`config.mk`:
```
export PLATFORM = sky130hd
export DESIGN_NAME = score_keeper
export DESIGN_NICKNAME = d
export VERILOG_FILES = /design/src/rtl/game_pkg.sv /design/src/rtl/score_keeper_bcd4_add_sat.sv /design/src/rtl/score_keeper.sv
export SDC_FILE = /design/constraint.sdc
export NUM_CORES = 1
export LEC_CHECK = 0
export ABC_AREA = 1
export CORE_MARGIN = 10
export CORE_UTILIZATION = 50
export CTS_BUF_LIST = sky130_fd_sc_hd__clkbuf_8
export DETAILED_ROUTE_END_ITERATION = 8
export HOLD_SLACK_MARGIN = 0.05
export PLACE_DENSITY = 0.77
export SLEW_MARGIN = 0
export SYNTH_ARGS = -nofsm -noshare
export SYNTH_HDL_FRONTEND = slang
export SYNTH_HIERARCHICAL = 1
export SYNTH_SLANG_ARGS = --single-unit
```
`constraint.sdc`:
```
create_clock -name clk -period 6.8 [get_ports clk]
set_input_delay 0.68 -clock clk [delete_from_list [all_inputs] [get_ports clk]]
set_output_delay 0.68 -clock clk [all_outputs]
set_load 0.01 [all_outputs]
```
`src/rtl/game_pkg.sv`:
```
// Shared definitions for the score keeper: FSM encodings, BCD limits and a
// BCD magnitude compare helper.
package game_pkg;

  typedef enum logic [1:0] {
    SK_IDLE = 2'd0,
    SK_PLAY = 2'd1,
    SK_HOLD = 2'd2,
    SK_OVER = 2'd3
  } sk_state_e;

  localparam logic [15:0] BCD_MAX = 16'h9999;

  // True when a > b for two 4-digit BCD values, compared MSD first.
  function automatic logic bcd_gt(input logic [15:0] a, input logic [15:0] b);
    logic result;
    logic decided;
    result  = 1'b0;
    decided = 1'b0;
    for (int i = 3; i >= 0; i--) begin
      if (!decided && (a[i*4 +: 4] != b[i*4 +: 4])) begin
        result  = (a[i*4 +: 4] > b[i*4 +: 4]);
        decided = 1'b1;
      end
    end
    return result;
  endfunction

endpackage

```
`src/rtl/score_keeper_bcd4_add_sat.sv`:
```
// Combinational 4-digit BCD adder with a single-digit addend. A carry out of
// the most significant digit pins the result at 9999 instead of wrapping.
module bcd4_add_sat (
  input  logic [15:0] a_i,
  input  logic [3:0]  b_i,
  output logic [15:0] sum_o
);
  import game_pkg::*;

  logic [4:0]  dig;
  logic        carry;
  logic [15:0] raw;

  // Ripple the carry digit by digit, correcting each digit that exceeds 9.
  always_comb begin
    dig   = 5'd0;
    carry = 1'b0;
    raw   = 16'h0000;
    for (int i = 0; i < 4; i++) begin
      dig = {1'b0, a_i[i*4 +: 4]} + {4'b0000, carry} + ((i == 0) ? {1'b0, b_i} : 5'd0);
      if (dig > 5'd9) begin
        dig   = dig - 5'd10;
        carry = 1'b1;
      end else begin
        carry = 1'b0;
      end
      raw[i*4 +: 4] = dig[3:0];
    end
    sum_o = carry ? BCD_MAX : raw;
  end

endmodule

```
`src/rtl/score_keeper.sv`:
```
// Game score keeper: tracks BCD score, high score and remaining lives from
// per-tick game events, and drives the 7-segment number bus and status LEDs.
// Handshake: there is none; brick_hit, ball_lost and game_start are plain
// levels qualified by tick, and every register updates only on the clock
// edge that sees tick=1.
module score_keeper #(
  parameter int LIVES       = 5,
  parameter int PTS_BRICK   = 1,
  parameter int LOST_HOLD   = 8,
  parameter int DISP_TOGGLE = 40
) (
  input  logic             clk,
  input  logic             rst,
  input  logic             tick,
  input  logic             game_start,
  input  logic             brick_hit,
  input  logic             ball_lost,
  output logic [15:0]      nums,
  output logic [LIVES-1:0] lives,
  output logic             playing,
  output logic             game_over,
  output logic             show_high,
  output logic [1:0]       dbg_state
);
  import game_pkg::*;

  localparam int HOLD_W = (LOST_HOLD > 1) ? $clog2(LOST_HOLD) : 1;
  localparam int DISP_W = (DISP_TOGGLE > 1) ? $clog2(DISP_TOGGLE) : 1;
  localparam logic [HOLD_W-1:0] HOLD_INIT = HOLD_W'(LOST_HOLD - 1);
  localparam logic [DISP_W-1:0] DISP_LAST = DISP_W'(DISP_TOGGLE - 1);

  sk_state_e         state_q, state_d;
  logic [15:0]       score_q, score_d;
  logic [15:0]       high_q, high_d;
  logic [LIVES-1:0]  lives_q, lives_d;
  logic [HOLD_W-1:0] hold_q, hold_d;
  logic [DISP_W-1:0] disp_q, disp_d;
  logic              show_q, show_d;
  logic [15:0]       nums_q, nums_d;
  logic [15:0]       score_inc;

  bcd4_add_sat u_add (
    .a_i   (score_q),
    .b_i   (4'(PTS_BRICK)),
    .sum_o (score_inc)
  );

  // State and datapath registers; asynchronous reset returns to IDLE values.
  always_ff @(posedge clk or negedge rst) begin
    if (!rst) begin
      state_q <= SK_IDLE;
      score_q <= 16'h0000;
      high_q  <= 16'h0000;
      lives_q <= '0;
      hold_q  <= '0;
      disp_q  <= '0;
      show_q  <= 1'b0;
      nums_q  <= 16'h0000;
    end else begin
      state_q <= state_d;
      score_q <= score_d;
      high_q  <= high_d;
      lives_q <= lives_d;
      hold_q  <= hold_d;
      disp_q  <= disp_d;
      show_q  <= show_d;
      nums_q  <= nums_d;
    end
  end

  // Next-state and datapath update, evaluated only on game ticks.
  always_comb begin
    state_d = state_q;
    score_d = score_q;
    high_d  = high_q;
    lives_d = lives_q;
    hold_d  = hold_q;
    disp_d  = disp_q;
    show_d  = show_q;
    if (tick) begin
      case (state_q)
        SK_IDLE: begin
          if (game_start) begin
            state_d = SK_PLAY;
            score_d = 16'h0000;
            lives_d = '1;
          end
        end
        SK_PLAY: begin
          if (brick_hit) score_d = score_inc;
          if (ball_lost) begin
            lives_d = lives_q >> 1;
            if (lives_d == '0) begin
              // Same-tick brick score is already in score_d, so it counts
              // toward the high score.
              state_d = SK_OVER;
              high_d  = bcd_gt(score_d, high_q) ? score_d : high_q;
              disp_d  = '0;
              show_d  = 1'b0;
            end else begin
              state_d = SK_HOLD;
              hold_d  = HOLD_INIT;
            end
          end
        end
        SK_HOLD: begin
          if (brick_hit) score_d = score_inc;
          if (hold_q == '0) state_d = SK_PLAY;
          else              hold_d  = hold_q - HOLD_W'(1);
        end
        SK_OVER: begin
          if (game_start) begin
            state_d = SK_PLAY;
            score_d = 16'h0000;
            lives_d = '1;
            show_d  = 1'b0;
            disp_d  = '0;
          end else if (disp_q == DISP_LAST) begin
            disp_d = '0;
            show_d = ~show_q;
          end else begin
            disp_d = disp_q + DISP_W'(1);
          end
        end
        default: state_d = SK_IDLE;
      endcase
    end
    // Display mux is registered alongside state so nums never glitches.
    if (state_d == SK_IDLE) nums_d = 16'h0000;
    else                    nums_d = show_d ? high_d : score_d;
  end

  // Output decode from registered state.
  always_comb begin
    playing   = (state_q == SK_PLAY) || (state_q == SK_HOLD);
    game_over = (state_q == SK_OVER);
    nums      = nums_q;
    lives     = lives_q;
    show_high = show_q;
    dbg_state = state_q;
  end

endmodule

```
==> reports/metrics.yaml, run 1 <==
max_freq_ghz: 0.157
antenna-diode-count: 0
final_cell_mix: "nand2_1, inv_1, dfrtp_1"
insertion_delay_ps: 340
worst_slack_ps: 439
hpwl_um: 7140
die_w_um: 114
cp.arrival_ps: 6600
slew_viol_final: 0
place.port_buffers: 31
wl_per_cell_um: 14.4
antenna_found_initial: 0
synth_cell_types: 37
ys_seq_area_share_pct: 37.1
crit_path_max_incr_delay_ps: 540
coreArea_mm2: 0.00864
dr.pass1.iters: 6
synth_warnings: 6
cellPowerDensity_mw_per_mm2: 367
drv_cap: 0
synth-edff-count: 0
num_vias: 3830
cts_tree: "built"
row_count: 34
max-clock-path-buffers: 2
grt_overflow: 0
vdd_drop_max_mv: 0.253
yosysTopAreaCell: "dfrtp_1"
p_leak_nw: 2.72
drc: 0
worst-setup-path-type: "register to register"
fill_cells: 772
ys_top_cells_by_area: "dfrtp_1, ha_1, nand2_1, inv_1, nand3_1"
synth_flop_cell: "dfrtp_1"
cp.required_ps: 7040
cp_slowest_cell: "fa_2"
synth_top_area_share_pct: 37.1
final_common_cell: "nand2_1"
endpoint_kind: "register"
hold_viol: 0
synth_area_mm2: 0.00438
critPathTopFamily: "adder cells"
die_h_um: 114
finalClockSkew_ps: 7.32
clock_sinks: 65
critPathBufInv: 6
worst_setup_path_start_kind: "register"
crit_path_max_fanout: 10
ys_seq_elements: 65
grt_pass1_wl_um: 17800
htree_levels: 3
dp_slack_ps: 5.05
holdWs_ps: 492
fin_setup_tns_ps: 0
initial_core_util_pct: 50.8
slew_headroom_pct: 22.8
pin_count: 32
period_needed_ps: 6360
drive_gt1_share_pct: 16.2
hp-class: "primary input to async pin"
grt_max_degree: 66
die-area_mm2: 0.0129
first_global_vias: 3782
areaGrowthSynthToFinish_pct: 15.9
dr.first_iter.drc_count: 221
antenna_left: 0
nNetsFinal: 656
worst_slew_pin_slew_ps: 1150
syn_inst: 572
cts_buffers: 9
viasPerCell: 5.28
post-route-period-util_pct: 93.5
synth-async-reset-ratio_pct: 100
routed_wl_um: 10500
syn_avg_cell_area_um2: 7.66
grt_use_total_pct: 16.5
cts.clk_slew.worst_paths_ps: 70
clockRootBuffer: "clkbuf_8"
status: "finished clean"
gp_congestion: 0.871
setup_viol_count_final: 0
## metrics by stage
step,power (W),cells,util (%),instance area [µm²]
global placement,0.00144,702,54.9,4740
detailed placement,0.00146,702,54.9,4740
CTS,0.00180,717,57.1,4930
floorplan,0.00120,575,-,4390
finish,0.00187,726,58.8,5080
global route,0.00202,726,58.8,5080
## flip-flops by register name, summed over array words and instances, names as in the netlist
signal,count
lives,5
nums,16
hold_q,3
high_q,16
show_high,1
dbg_state,2
score_q,16
disp_q,6
## what timing repair did
item                                    4_1_cts  5_1_grt
hold buffers                                  0        0
resized for setup                             1       15
endpoints found under the setup margin        9       32
cloned                                        0        1
setup buffers                                 0        8
pin swaps                                     0        7
endpoints found under the hold margin         0        0
## per-layer routing
| layer | up-vias | part of all wire [%] | GRT usage [%] | routed length [µm] |
|---|---|---|---|---|
| li1 | 1898 | - | - | - |
| met3 | 14 | 7.3 | 4.51 | 766 |
| met5 | - | 0 | 0 | 0 |
| met4 | 0 | 1.3 | 4.91 | 132 |
| met1 | 1789 | 44 | 21.1 | 4610 |
| met2 | 129 | 47 | 26.6 | 4950 |
## final timing paths
check,start,endpoint,slack (ps),cells past startpoint
worst max register to register,score_q[0]$_DFF_PN0_,nums[9]$_DFF_PN0_,440,39
min in group clk,high_q[13]$_DFF_PN0_,high_q[13]$_DFF_PN0_,490,2
worst min-delay path,rst,score_q[7]$_DFF_PN0_,490,2
worst max-delay path,score_q[0]$_DFF_PN0_,nums[9]$_DFF_PN0_,440,39
worst min register to register,high_q[13]$_DFF_PN0_,high_q[13]$_DFF_PN0_,490,2
max in group asynchronous,rst,nums[13]$_DFF_PN0_,5720,2
## cell usage after synthesis, types with 2 or more instances
cell type / n
a21oi_1: 10
a22oi_1: 6
buf_2: 3
buf_4: 4
buf_6: 4
clkbuf_1: 2
conb_1: 2
dfrtp_1: 65
ha_1: 35
inv_1: 98
inv_2: 21
nand2_1: 109
nand2_2: 10
nand2_4: 2
nand3_1: 61
nand3_2: 4
nand4_1: 7
nor2_1: 28
nor2_2: 4
nor3_1: 3
o211ai_1: 3
o21ai_0: 20
o21ai_1: 35
o21ai_2: 12
or2_1: 9
xnor2_2: 4
## cell type report
cell class | count | area [µm²] | share of cell area (%)
clock buffers | 9 | 124 | 2.44
clock inverters | 6 | 60.1 | 1.18
inverters | 121 | 462 | 9.09
multi-input cells | 377 | 2290 | 45.0
flip-flops and latches | 65 | 1630 | 32.0
well taps | 108 | 135 | 2.66
repair buffers | 40 | 385 | 7.59
## power by group
group | switching, W | internal, W
clock network | 0.000152 | 0.000165
registers | 0.0000621 | 0.000480
logic | 0.000618 | 0.000389
## kinds of logic after synthesis
logic type,count (synthesis),synth area share (%)
AOI/OAI and AO/OA,91,12.4
xor gates and xnor gates,6,2.06
adders and majority gates,36,10.4
buffers and inverters,134,12.8
DFF,65,37.1
other,2,0.171
and+or+nand+nor,238,25.0
(Power assumes the default switching activity.)
==> run 2, diff against run 1 <==
Settings changed: CORE_UTILIZATION 50 to 61, PLACE_DENSITY 0.77 to 0.89.
==> run 2 against run 1 <==
Power rose by 9.3%. Sequential share of layout area decreased by 0.57 points. Non-clock buffer count up 6. Critical endpoint unchanged. Core utilization grew 16 points. Critical path type unchanged. Sequential cell count did not move.
==> reports/metrics.yaml, run 2 (synthesis results as in run 1) <==
status: "finished clean"  # unchanged
hp-class: "primary input to async pin"  # unchanged
pin_count: 32  # unchanged
r2r_setup_slack_ps: 320  # was 440 ps
slew_headroom_pct: 21.8  # was 22.8%
crit_path_max_fanout: 8  # was 10
grt_overflow: 0  # unchanged
initial_core_util_pct: 63.5  # was 50.8%
max_freq_ghz: 0.154  # was 0.157 GHz
wl_per_cell_um: 15.1  # was 14.4 µm
top_usage_layer: "met2"  # unchanged
antenna_found_initial: 0  # unchanged
combPwrFrac_pct: 51.2  # was 54.0%
slew_viol_final: 0  # unchanged
drv_cap: 0  # unchanged
reg2reg_from: "score_q[0]$_DFF_PN0_"  # unchanged
grt_use_total_pct: 19.8  # was 16.5%
grt_max_degree: 66  # unchanged
cp_common_cell: "nand3_1"
post-route-period-util_pct: 95.2  # was 93.5%
worst_setup_path_start_kind: "register"  # unchanged
cts_tree: "built"  # unchanged
fill_cells: 524  # was 772
multi_input_area_mm2: 0.00227  # was 0.00229 mm²
place.port_buffers: 31  # unchanged
antenna_left: 0  # unchanged
fin_area_mm2: 0.00517  # was 0.00508 mm²
period_needed_ps: 6480  # was 6360 ps
grt.met2_usage_pct: 32.2  # was 26.6%
num_vias: 3979  # was 3,830
clockRootBuffer: "clkbuf_8"  # unchanged
dp_slack_ps: 124  # was 5.05 ps
grt_pass1_wl_um: 18300  # was 17,800 µm
areaGrowthSynthToFinish_pct: 18.0  # was 15.9%
antenna-diode-count: 0  # unchanged
finalClockSkew_ps: 16.4  # was 7.32 ps
cellPowerDensity_mw_per_mm2: 394  # was 367 mW/mm²
grt_use_met1_pct: 23.6  # was 21.1%
clock_sinks: 65  # unchanged
nNetsFinal: 662  # was 656
final_common_cell: "nand2_1"  # unchanged
htree_levels: 3  # unchanged
regArea_mm2: 0.00163  # unchanged
dr.first_iter.drc_count: 414  # was 221
dr.pass1.iters: 5  # was 6
grt_use_met3_pct: 6.33  # was 4.51%
die_w_um: 105  # was 114 µm
p_clk_share_pct: 22.4  # was 17.0%
critPathBufInv: 6  # unchanged
rr_endpoint: "nums[9]$_DFF_PN0_"  # unchanged
cts_buffers: 9  # unchanged
postPlaceCellArea_mm2: 0.00474  # about the same
vdd_drop_max_mv: 0.297  # was 0.253 mV
cts.clk_slew.worst_paths_ps: 80  # was 70 ps
cp_slowest_cell: "dfrtp_1"  # was fa_2
worst-setup-path-type: "register to register"  # unchanged
die-area_mm2: 0.0110  # was 0.0129 mm²
p_sw_w: 0.000863  # was 0.000832 W
max-clock-path-buffers: 2  # unchanged
gp_congestion: 0.904  # was 0.871
r2r_cells: 39  # unchanged
power_frac_seq_pct: 26.4  # was 29.1%
row_count: 30  # was 34
setup_viol_count_final: 0  # unchanged
power.internal_w: 0.00118  # was 0.00103 W
drive_gt1_share_pct: 18.1  # was 16.2%
endpoint_kind: "register"  # unchanged
coreArea_mm2: 0.00691  # was 0.00864 mm²
first_global_vias: 4052  # was 3,782
viasPerCell: 5.52  # was 5.28
worst_slew_pin_slew_ps: 1170  # was 1150 ps
insertion_delay_ps: 370  # was 340 ps
crit_path_max_incr_delay_ps: 350  # was 540 ps
drc: 0  # unchanged
cp.arrival_ps: 6740  # was 6600 ps
cp.required_ps: 7060  # was 7040 ps
swShare_pct: 42.3  # was 44.6%
routed_wl_um: 10900  # was 10,500 µm
die_h_um: 105  # was 114 µm
final_cell_mix: "nand2_1, inv_1, dfrtp_1"  # unchanged
hold_viol: 0  # unchanged
worst_slack_ps: 324  # was 439 ps
hpwl_um: 7430  # was 7140 µm
holdWs_ps: 470  # was 492 ps
p_leak_nw: 2.78  # was 2.72 nW
critPathTopFamily: "simple AND/OR/NAND/NOR gates"  # was adder cells
## run 2: stage by stage
stage                     power [W]  setup TNS [ps]  utilization (%)  instances
after floorplan             0.00120               0                -        575
after global placement      0.00144               0             68.6        691
after detailed placement    0.00148               0             68.6        691
after CTS                   0.00194               0             72.6        707
after global routing        0.00218            -400             74.9        721
final                       0.00204               0             74.9        721
## run 2: power by group through the flow
stage                     combinational [W]  sequential, W  clock [W]
after global placement             0.000899       0.000540          0
after floorplan                    0.000642       0.000556          0
after global routing                0.00116       0.000548   0.000476
after detailed placement           0.000940       0.000542          0
after CTS                          0.000949       0.000537   0.000457
final                               0.00104       0.000539   0.000456
## run 2: final cells by class
type,count,share of cell area (%)
clock buffers,10,2.66
clock inverters,6,2.64
well taps,96,2.32
multi-input cells,377,43.9
flip-flops and latches,65,31.4
repair buffers,46,8.08
inverters,121,8.93
## run 2: worst max path at each step
stage / from / end / slack (ps) / cells after the start
after floorplan: score_q[0]$_DFF_PN0_ / nums[10]$_DFF_PN0_ / 870 / 43
after global placement: score_q[0]$_DFF_PN0_ / nums[6]$_DFF_PN0_ / 450 / 41
after detailed placement: score_q[0]$_DFF_PN0_ / nums[6]$_DFF_PN0_ / 120 / 42
after CTS: score_q[0]$_DFF_PN0_ / nums[1]$_DFF_PN0_ / 50 / 42
after global routing: score_q[0]$_DFF_PN0_ / nums[9]$_DFF_PN0_ / -80 / 46
final: score_q[0]$_DFF_PN0_ / nums[9]$_DFF_PN0_ / 320 / 39
## run 2: worst register-to-register path, delay by kind of cell, from the launching register on
kind / cells / cell delay (ps)
buffers and inverters: 6 / 480
flip-flops: 1 / 350
AO/OA/AOI/OAI: 3 / 550
adder cells (fa/ha/maj): 9 / 2090
XOR/XNOR: 3 / 550
AND/OR/NAND/NOR: 18 / 2320
## run 2: timing repair
item                                    4_1_cts  5_1_grt
setup buffers                                 0       13
endpoints found under the setup margin        0       32
hold buffers                                  0        0
resized for setup                             0       19
## run 2: per-layer routing
layer	share of wire [%]	vias up
li1	-	1914
met1	41	1857
met2	48	172
met3	8.9	36
met4	2.7	0
met5	0	-
